$ cat src/rtl/vslide_xlane_if.sv
// Lane ext interface between the cross-lane slide unit and the lane array.
// The unit (master) broadcasts read/write slot indices and per-lane write
// strobes/data; the lanes (slave) return vs2 read data for the read slot.
//   vs_elem_cnt  unit -> lanes  read slot index
//   vs2_rdata    lanes -> unit  lane L data at [L*DATA_WIDTH +: DATA_WIDTH]
//   vd_elem_cnt  unit -> lanes  write slot index
//   vd_wr_en     unit -> lanes  per-lane write enable
//   vd_wdata     unit -> lanes  per-lane write data
interface vslide_xlane_if #(
  parameter int DATA_WIDTH = 32,
  parameter int LANES      = 4,
  parameter int CNT_B      = 2
);
  logic [CNT_B-1:0]            vs_elem_cnt;
  logic [LANES*DATA_WIDTH-1:0] vs2_rdata;
  logic [CNT_B-1:0]            vd_elem_cnt;
  logic [LANES-1:0]            vd_wr_en;
  logic [LANES*DATA_WIDTH-1:0] vd_wdata;

  modport master (
    output vs_elem_cnt, vd_elem_cnt, vd_wr_en, vd_wdata,
    input  vs2_rdata
  );

  modport slave (
    input  vs_elem_cnt, vd_elem_cnt, vd_wr_en, vd_wdata,
    output vs2_rdata
  );
endinterface

$ cat src/rtl/vslide_xlane_unit.sv
// Cross-lane slide engine (vslideup / vslidedown). Gathers all vs2 elements
// from the lanes into a local buffer one slot per cycle, then scatters the
// permuted elements back one slot per cycle. Element i lives in lane
// i % LANES, slot i / LANES.
// Ports:
//   clk_i, resetn_i      clock, async active-low reset
//   start_i              start request, sampled only when idle
//   dir_i                0 = slide up, 1 = slide down
//   offset_i             unsigned slide amount (full width compared)
//   vl_i, vm_i, mask_i   active length, unmasked flag, per-element mask
//   busy_o, done_o       operation in progress / one-cycle completion pulse
//   ext                  lane ext interface (master side)
//
// state    | meaning
// ---------+-----------------------------------------------------------
// IDLE     | waiting for start_i; operands latched on acceptance
// GATHER   | presenting read slots 0..ELEMS-1 to the lanes
// DRAIN    | RD_LAT cycles waiting for the last slot's data to arrive
// SCATTER  | writing destination slots 0..ELEMS-1
// DONE     | done_o pulse, busy_o low; back to IDLE
module vslide_xlane_unit #(
  parameter int  DATA_WIDTH = 32,
  parameter int  VLEN       = 512,
  parameter int  LANES      = 4,
  parameter int  RD_LAT     = 2,
  localparam int ELEMS      = VLEN / (LANES * DATA_WIDTH),
  localparam int N          = LANES * ELEMS,
  localparam int CNT_B      = $clog2(ELEMS),
  localparam int NB         = $clog2(N) + 1
) (
  input  logic                  clk_i,
  input  logic                  resetn_i,
  input  logic                  start_i,
  input  logic                  dir_i,
  input  logic [DATA_WIDTH-1:0] offset_i,
  input  logic [NB-1:0]         vl_i,
  input  logic                  vm_i,
  input  logic [N-1:0]          mask_i,
  output logic                  busy_o,
  output logic                  done_o,
  vslide_xlane_if.master        ext
);

  localparam int IDX_B = $clog2(N);
  localparam int DR_B  = $clog2(RD_LAT + 1);
  localparam logic [CNT_B-1:0] LAST_SLOT = CNT_B'(ELEMS - 1);

  typedef enum logic [2:0] {
    S_IDLE,
    S_GATHER,
    S_DRAIN,
    S_SCATTER,
    S_DONE
  } state_t;

  state_t state_q, state_d;

  logic [CNT_B-1:0]      slot_q;
  logic [DR_B-1:0]       drain_q;

  logic                  dir_q;
  logic                  vm_q;
  logic [DATA_WIDTH-1:0] off_q;
  logic [NB-1:0]         vl_q;
  logic [N-1:0]          mask_q;

  // Tracks which read slot the lane data on vs2_rdata belongs to.
  logic [RD_LAT-1:0]             cap_vld_q;
  logic [RD_LAT-1:0][CNT_B-1:0]  cap_slot_q;

  logic [DATA_WIDTH-1:0] elem_buf [N];

  logic [LANES-1:0]            wr_en;
  logic [LANES*DATA_WIDTH-1:0] wdata;

  always_ff @(posedge clk_i or negedge resetn_i) begin
    if (!resetn_i) begin
      state_q <= S_IDLE;
    end else begin
      state_q <= state_d;
    end
  end

  always_comb begin
    state_d = state_q;
    unique case (state_q)
      S_IDLE:    if (start_i) state_d = S_GATHER;
      S_GATHER:  if (slot_q == LAST_SLOT) state_d = S_DRAIN;
      S_DRAIN:   if (drain_q == '0) state_d = S_SCATTER;
      S_SCATTER: if (slot_q == LAST_SLOT) state_d = S_DONE;
      S_DONE:    state_d = S_IDLE;
      default:   state_d = S_IDLE;
    endcase
  end

  // Slot counter restarts at 0 on every state change so GATHER and SCATTER
  // both begin at slot 0. Drain timer is a down-counter loaded during GATHER.
  always_ff @(posedge clk_i or negedge resetn_i) begin
    if (!resetn_i) begin
      slot_q  <= '0;
      drain_q <= '0;
    end else begin
      if (state_d != state_q) begin
        slot_q <= '0;
      end else if (state_q == S_GATHER || state_q == S_SCATTER) begin
        slot_q <= slot_q + CNT_B'(1);
      end

      if (state_q == S_GATHER) begin
        drain_q <= DR_B'(RD_LAT - 1);
      end else if (state_q == S_DRAIN && drain_q != '0) begin
        drain_q <= drain_q - DR_B'(1);
      end
    end
  end

  always_ff @(posedge clk_i or negedge resetn_i) begin
    if (!resetn_i) begin
      dir_q  <= 1'b0;
      vm_q   <= 1'b0;
      off_q  <= '0;
      vl_q   <= '0;
      mask_q <= '0;
    end else if (state_q == S_IDLE && start_i) begin
      dir_q  <= dir_i;
      vm_q   <= vm_i;
      off_q  <= offset_i;
      vl_q   <= vl_i;
      mask_q <= mask_i;
    end
  end

  always_ff @(posedge clk_i or negedge resetn_i) begin
    if (!resetn_i) begin
      cap_vld_q  <= '0;
      cap_slot_q <= '0;
    end else begin
      cap_vld_q[0]  <= (state_q == S_GATHER);
      cap_slot_q[0] <= slot_q;
      for (int k = 1; k < RD_LAT; k++) begin
        cap_vld_q[k]  <= cap_vld_q[k-1];
        cap_slot_q[k] <= cap_slot_q[k-1];
      end
    end
  end

  // Buffer content is don't-care after reset, so it carries no reset.
  always_ff @(posedge clk_i) begin
    if (cap_vld_q[RD_LAT-1]) begin
      for (int l = 0; l < LANES; l++) begin
        elem_buf[IDX_B'(cap_slot_q[RD_LAT-1]) * IDX_B'(LANES) + IDX_B'(l)]
          <= ext.vs2_rdata[l*DATA_WIDTH +: DATA_WIDTH];
      end
    end
  end

  // Destination element i = slot*LANES + lane. The down-slide source sum is
  // one bit wider than the offset so a huge offset never wraps into range.
  always_comb begin
    logic [IDX_B-1:0]    idx;
    logic [IDX_B-1:0]    src;
    logic                act;
    logic                hit;
    logic [DATA_WIDTH:0] sum;
    idx   = '0;
    src   = '0;
    act   = 1'b0;
    hit   = 1'b0;
    sum   = '0;
    wr_en = '0;
    wdata = '0;
    for (int l = 0; l < LANES; l++) begin
      idx = IDX_B'(slot_q) * IDX_B'(LANES) + IDX_B'(l);
      act = (NB'(idx) < vl_q) && (vm_q || mask_q[idx]);
      sum = {1'b0, off_q} + (DATA_WIDTH+1)'(idx);
      if (dir_q) begin
        hit = act;
        src = sum[IDX_B-1:0];
      end else begin
        hit = act && (DATA_WIDTH'(idx) >= off_q);
        src = idx - off_q[IDX_B-1:0];
      end
      if (state_q == S_SCATTER && hit) begin
        wr_en[l] = 1'b1;
        if (!dir_q || sum < (DATA_WIDTH+1)'(N)) begin
          wdata[l*DATA_WIDTH +: DATA_WIDTH] = elem_buf[src];
        end
      end
    end
  end

  assign busy_o = (state_q == S_GATHER) || (state_q == S_DRAIN) ||
                  (state_q == S_SCATTER);
  assign done_o = (state_q == S_DONE);

  assign ext.vs_elem_cnt = (state_q == S_GATHER)  ? slot_q : '0;
  assign ext.vd_elem_cnt = (state_q == S_SCATTER) ? slot_q : '0;
  assign ext.vd_wr_en    = wr_en;
  assign ext.vd_wdata    = wdata;

endmodule

$ cat src/flat_wrapper.sv
// flat-port wrapper written by rule: the top's interface ports become plain ports
module vslide_xlane_unit_flat 
#(
  parameter int  DATA_WIDTH = 32,
  parameter int  VLEN       = 512,
  parameter int  LANES      = 4,
  parameter int  RD_LAT     = 2,
  localparam int ELEMS      = VLEN / (LANES * DATA_WIDTH),
  localparam int N          = LANES * ELEMS,
  localparam int CNT_B      = $clog2(ELEMS),
  localparam int NB         = $clog2(N) + 1
)
  (clk_i, resetn_i, start_i, dir_i, offset_i, vl_i, vm_i, mask_i, busy_o, done_o, ext_vs_elem_cnt, ext_vd_elem_cnt, ext_vd_wr_en, ext_vd_wdata, ext_vs2_rdata);
  vslide_xlane_if #(.DATA_WIDTH(DATA_WIDTH), .LANES(LANES), .CNT_B(($clog2((VLEN / (LANES * (32))))))) ext_i ();
  input  logic clk_i;
  input  logic resetn_i;
  input  logic start_i;
  input  logic dir_i;
  input  logic [DATA_WIDTH-1:0] offset_i;
  input  logic [NB-1:0] vl_i;
  input  logic vm_i;
  input  logic [N-1:0] mask_i;
  output logic busy_o;
  output logic done_o;
  output wire logic [$bits(ext_i.vs_elem_cnt)-1:0] ext_vs_elem_cnt;
  output wire logic [$bits(ext_i.vd_elem_cnt)-1:0] ext_vd_elem_cnt;
  output wire logic [$bits(ext_i.vd_wr_en)-1:0] ext_vd_wr_en;
  output wire logic [$bits(ext_i.vd_wdata)-1:0] ext_vd_wdata;
  input wire logic [$bits(ext_i.vs2_rdata)-1:0] ext_vs2_rdata;
  assign ext_vs_elem_cnt = ext_i.vs_elem_cnt;
  assign ext_vd_elem_cnt = ext_i.vd_elem_cnt;
  assign ext_vd_wr_en = ext_i.vd_wr_en;
  assign ext_vd_wdata = ext_i.vd_wdata;
  assign ext_i.vs2_rdata = ext_vs2_rdata;
  vslide_xlane_unit #(.DATA_WIDTH(DATA_WIDTH), .VLEN(VLEN), .LANES(LANES), .RD_LAT(RD_LAT)) u_core (.clk_i(clk_i), .resetn_i(resetn_i), .start_i(start_i), .dir_i(dir_i), .offset_i(offset_i), .vl_i(vl_i), .vm_i(vm_i), .mask_i(mask_i), .busy_o(busy_o), .done_o(done_o), .ext(ext_i));
endmodule
$ cat config.mk
export PLATFORM = sky130hd
export DESIGN_NAME = vslide_xlane_unit_flat
export DESIGN_NICKNAME = d
export VERILOG_FILES = /design/src/rtl/vslide_xlane_if.sv /design/src/rtl/vslide_xlane_unit.sv /design/src/flat_wrapper.sv
export SDC_FILE = /design/constraint.sdc
export NUM_CORES = 1
export LEC_CHECK = 0
export CORE_MARGIN = 1.5
export CORE_UTILIZATION = 25
export DETAILED_ROUTE_END_ITERATION = 8
export PLACE_DENSITY = 0.45
export SLEW_MARGIN = 25
export SYNTH_ARGS = -nofsm -noshare
export SYNTH_HDL_FRONTEND = slang
export SYNTH_SLANG_ARGS = --single-unit
$ cat constraint.sdc
create_clock -name clk_i -period 24.9 [get_ports clk_i]
set_input_delay 3.735 -clock clk_i [delete_from_list [all_inputs] [get_ports clk_i]]
set_output_delay 3.735 -clock clk_i [all_outputs]
set_load 0.02 [all_outputs]
==> results.txt <==
Sorting the synthesized cells by how often they occur yields mux4_2, o22ai_1, edfxtp_1. The combined buffer and inverter count along the critical path is 2. The sequential cell area in the final layout is 17,100 µm². The distinct cell type count after synthesis is 80.

Of all nets on the critical path, the largest fanout is 33. The clock skew after layout is 0.0292 ns. The transition time at the pin with the least slew margin is 1.14 ns. The initial core utilization came out at 0.252.

The total count of hold-check failures in the final report came out at 0. Each instance of the synthesized netlist takes up on average 11.7 µm². The setup slack of the critical path after layout came out at 14.08 ns. The count of nets left with antenna violations once routing finished came out at 0. In this design, the critical path's most frequently occurring cell is a21oi_1. The overall die area came out at 178,000 µm². The overall die width is 422 µm. The worst setup path is captured at an output pin. The class of the tightest hold or removal check is flip-flop to flip-flop. Summing all multi-input logic gate instances after layout gives 25,500 µm². For this run, design rule violations remaining after detail routing come to 0.

The maximum level of the CTS H-tree came out at 3. The global-route total usage across every layer is 0.208. The fraction of the yosys area taken by sequential cells came out at 0.388.

TritonCTS built the clock tree. Among all cell types in the netlist, the one instantiated most often is mux4_2. In the final layout, the share of cells above drive strength 1 is 0.221. The routability congestion estimate from global placement is 0.919. The TritonCTS buffer count is 77.

The clock drives 580 sinks. Relative to the synthesized area, the layout overhead comes to 18.2%. The count of routing violations after the opening detailed-route iteration is 4,431. The remaining global-route overflow came out at 0.

The post-CTS setup repair buffer count is 0. Clock latency on the worst-skew pair, taken at its later pin, is 0.69 ns. The setup-violating endpoint count in the final report came out at 0. The post-DP HPWL is 112,000 µm. The worst setup slack for register-to-register paths is 21.60 ns.

Measured against its own limit, the worst slew margin works out to 0.241. The cell at the root of the clock tree is clkbuf_16. The period utilization came out at 0.435. The number of search-and-repair iterations in the first detailed-routing pass came out at 8.

The number of antenna violations at the first check in global routing came to 26. Among all flip-flop cells after synthesis, the most frequent one is edfxtp_1. Entering global routing, the biggest net connects 137 pins.

The summed negative setup slack over all endpoints is 0 ns. The number of enable flip-flop cells after synthesis is 512. The routed length per placed instance is 30.7 µm. In the post-synthesis netlist, the biggest area contributors are edfxtp_1, mux4_2, o22ai_1. The library cell with the largest summed area after synthesis is edfxtp_1. The summed instance area of the synthesized netlist came out at 44,000 µm². The via count of the first global-routing pass is 37,100. Counting I/O delays and the setup requirement, the final critical path takes 10.82 ns. Setup repair after global routing left no endpoint under its margin. The post-cts gate resize count is 0. The number of nets in the layout is 4,044. The post-cts hold buffer count is 0. The final count of pins violating max slew is 0. The highest-delay cell along the critical path is a21oi_1. The post-synthesis async set-or-reset flop share came out at 0.117. The core area is 174,000 µm². During placement, the flow inserted port buffers numbering 323. In this run, synthesis produced a sequential element count of 580.

The worst setup path is of the flip-flop to output pin kind. The clock transition at the registers of the reported paths came out at 0.06 ns. For this design the top-level I/O count stands at 324. The yosys synthesis warning count came out at 0. The first global-routing pass estimated 276,000 µm of wire. The number of nets handed over by synthesis was 3,976.

The minimum setup slack after placement came out at 14.99 ns. The top cell type's share of synthesized area is 0.350. After filler insertion, the fill cell instance count of the layout stands at 17,700. Max-cap violations in this run came to 0. The startpoint class of the critical path is a flip-flop.

The run finished with clean final reports. The critical path goes through ha_1, fa_1, a21oi_1, nor2_1, or3_1, a21oi_1, nand4_1, o41ai_4, buf_4, a21boi_0, clkdlybuf4s50_1. The maximum number of buffers from clock root to sink is 3. The critical path data required time came out at 21.16 ns. Broken down by cell family, the worst path's largest delay share belongs to compound AO/OA/AOI/OAI gates. The data arrival time at the worst-slack endpoint is 7.09 ns. The detailed-route wire length came out at 191,000 µm. The routed layout has 38,300 vias. The number of instances in the synthesized netlist came out at 3,768. The cell row count is 153. The largest stage delay on the critical path is 0.83 ns. The vertical die dimension came out at 422 µm. The maximum clock frequency came out at 92.4 MHz. Dividing the detail-routed via count by the number of cells gives 6.15.
## sequential cells by signal, indices dropped and copies added, names as in the netlist
register           flops
u_core.mask_q         16
u_core.cap_vld_q       2
u_core.vl_q            5
u_core.cap_slot_q      4
u_core.dir_q           1
u_core.off_q          32
u_core.slot_q          2
u_core.elem_buf      512
u_core.state_q         3
u_core.drain_q         2
u_core.vm_q            1
## metrics by stage
step	hold WS, ns	cell area, µm²	std cells	util
global route	0.332	51900	6221	0.298
floorplan	0.331	44000	3768	-
finish	0.329	51900	6226	0.298
global placement	0.335	49400	6081	0.284
CTS	0.325	51900	6213	0.298
detailed placement	0.335	49400	6081	0.284
## placed cells by master (no fill, tap or decap), types with 29 or more instances in the layout
cell type        netlist  layout
mux4_2               516     516
o22ai_1              515     515
edfxtp_1             512     512
nand2_1              501     498
clkdlybuf4s50_1        0     322
o21ai_0              175     175
nand3_1              158     154
nor3_1               152     152
mux2_2               106     105
nand4_1               99      99
clkbuf_16              0      79
buf_4                  4      72
dfrtp_1               68      66
o211a_1               65      65
o221ai_1              65      65
a21boi_0              63      63
nor2_1                49      48
inv_1                 30      29
a21oi_1               29      29
## cells by family after synthesis
family / share of synthesized area
muxes: 0.294
xor gates and xnor gates: 0.00737
and+or+nand+nor: 0.114
DFF: 0.388
AOI/OAI and AO/OA: 0.151
adders and majority gates: 0.00695
buffers and inverters: 0.0388
## cell type report
type	count	share of cell area
sequential	580	0.329
clock buffer	91	0.0389
multi-input combinational	2746	0.491
timing repair buffer	401	0.0748
antenna	12	0.000578
inverter	30	0.00231
clock inverter	41	0.00793
tap	2325	0.0560
## path summary, 6_finish.rpt
check                                         end  depth (start not counted)                 start
max reg2reg                u_core.elem_buf[2][19]                          4  u_core.cap_slot_q[2]
max                              ext_vd_wdata[94]                         11      u_core.slot_q[0]
min                          u_core.cap_slot_q[2]                          0  u_core.cap_slot_q[0]
max in group asynchronous         u_core.off_q[0]                          1              resetn_i
min reg2reg                  u_core.cap_slot_q[2]                          0  u_core.cap_slot_q[0]
min in group asynchronous             u_core.vm_q                          1              resetn_i
## routing by layer
| metal | vias up | GRT usage | routed length (µm) |
|---|---|---|---|
| met5 | - | 0 | 99 |
| met4 | 16 | 0.104 | 8830 |
| met1 | 19600 | 0.274 | 75500 |
| li1 | 15800 | - | - |
| met2 | 2423 | 0.328 | 90000 |
| met3 | 437 | 0.0373 | 16800 |
Power is not shown: default switching activity piles up to over one toggle a cycle in this logic, so the estimate is an artifact.
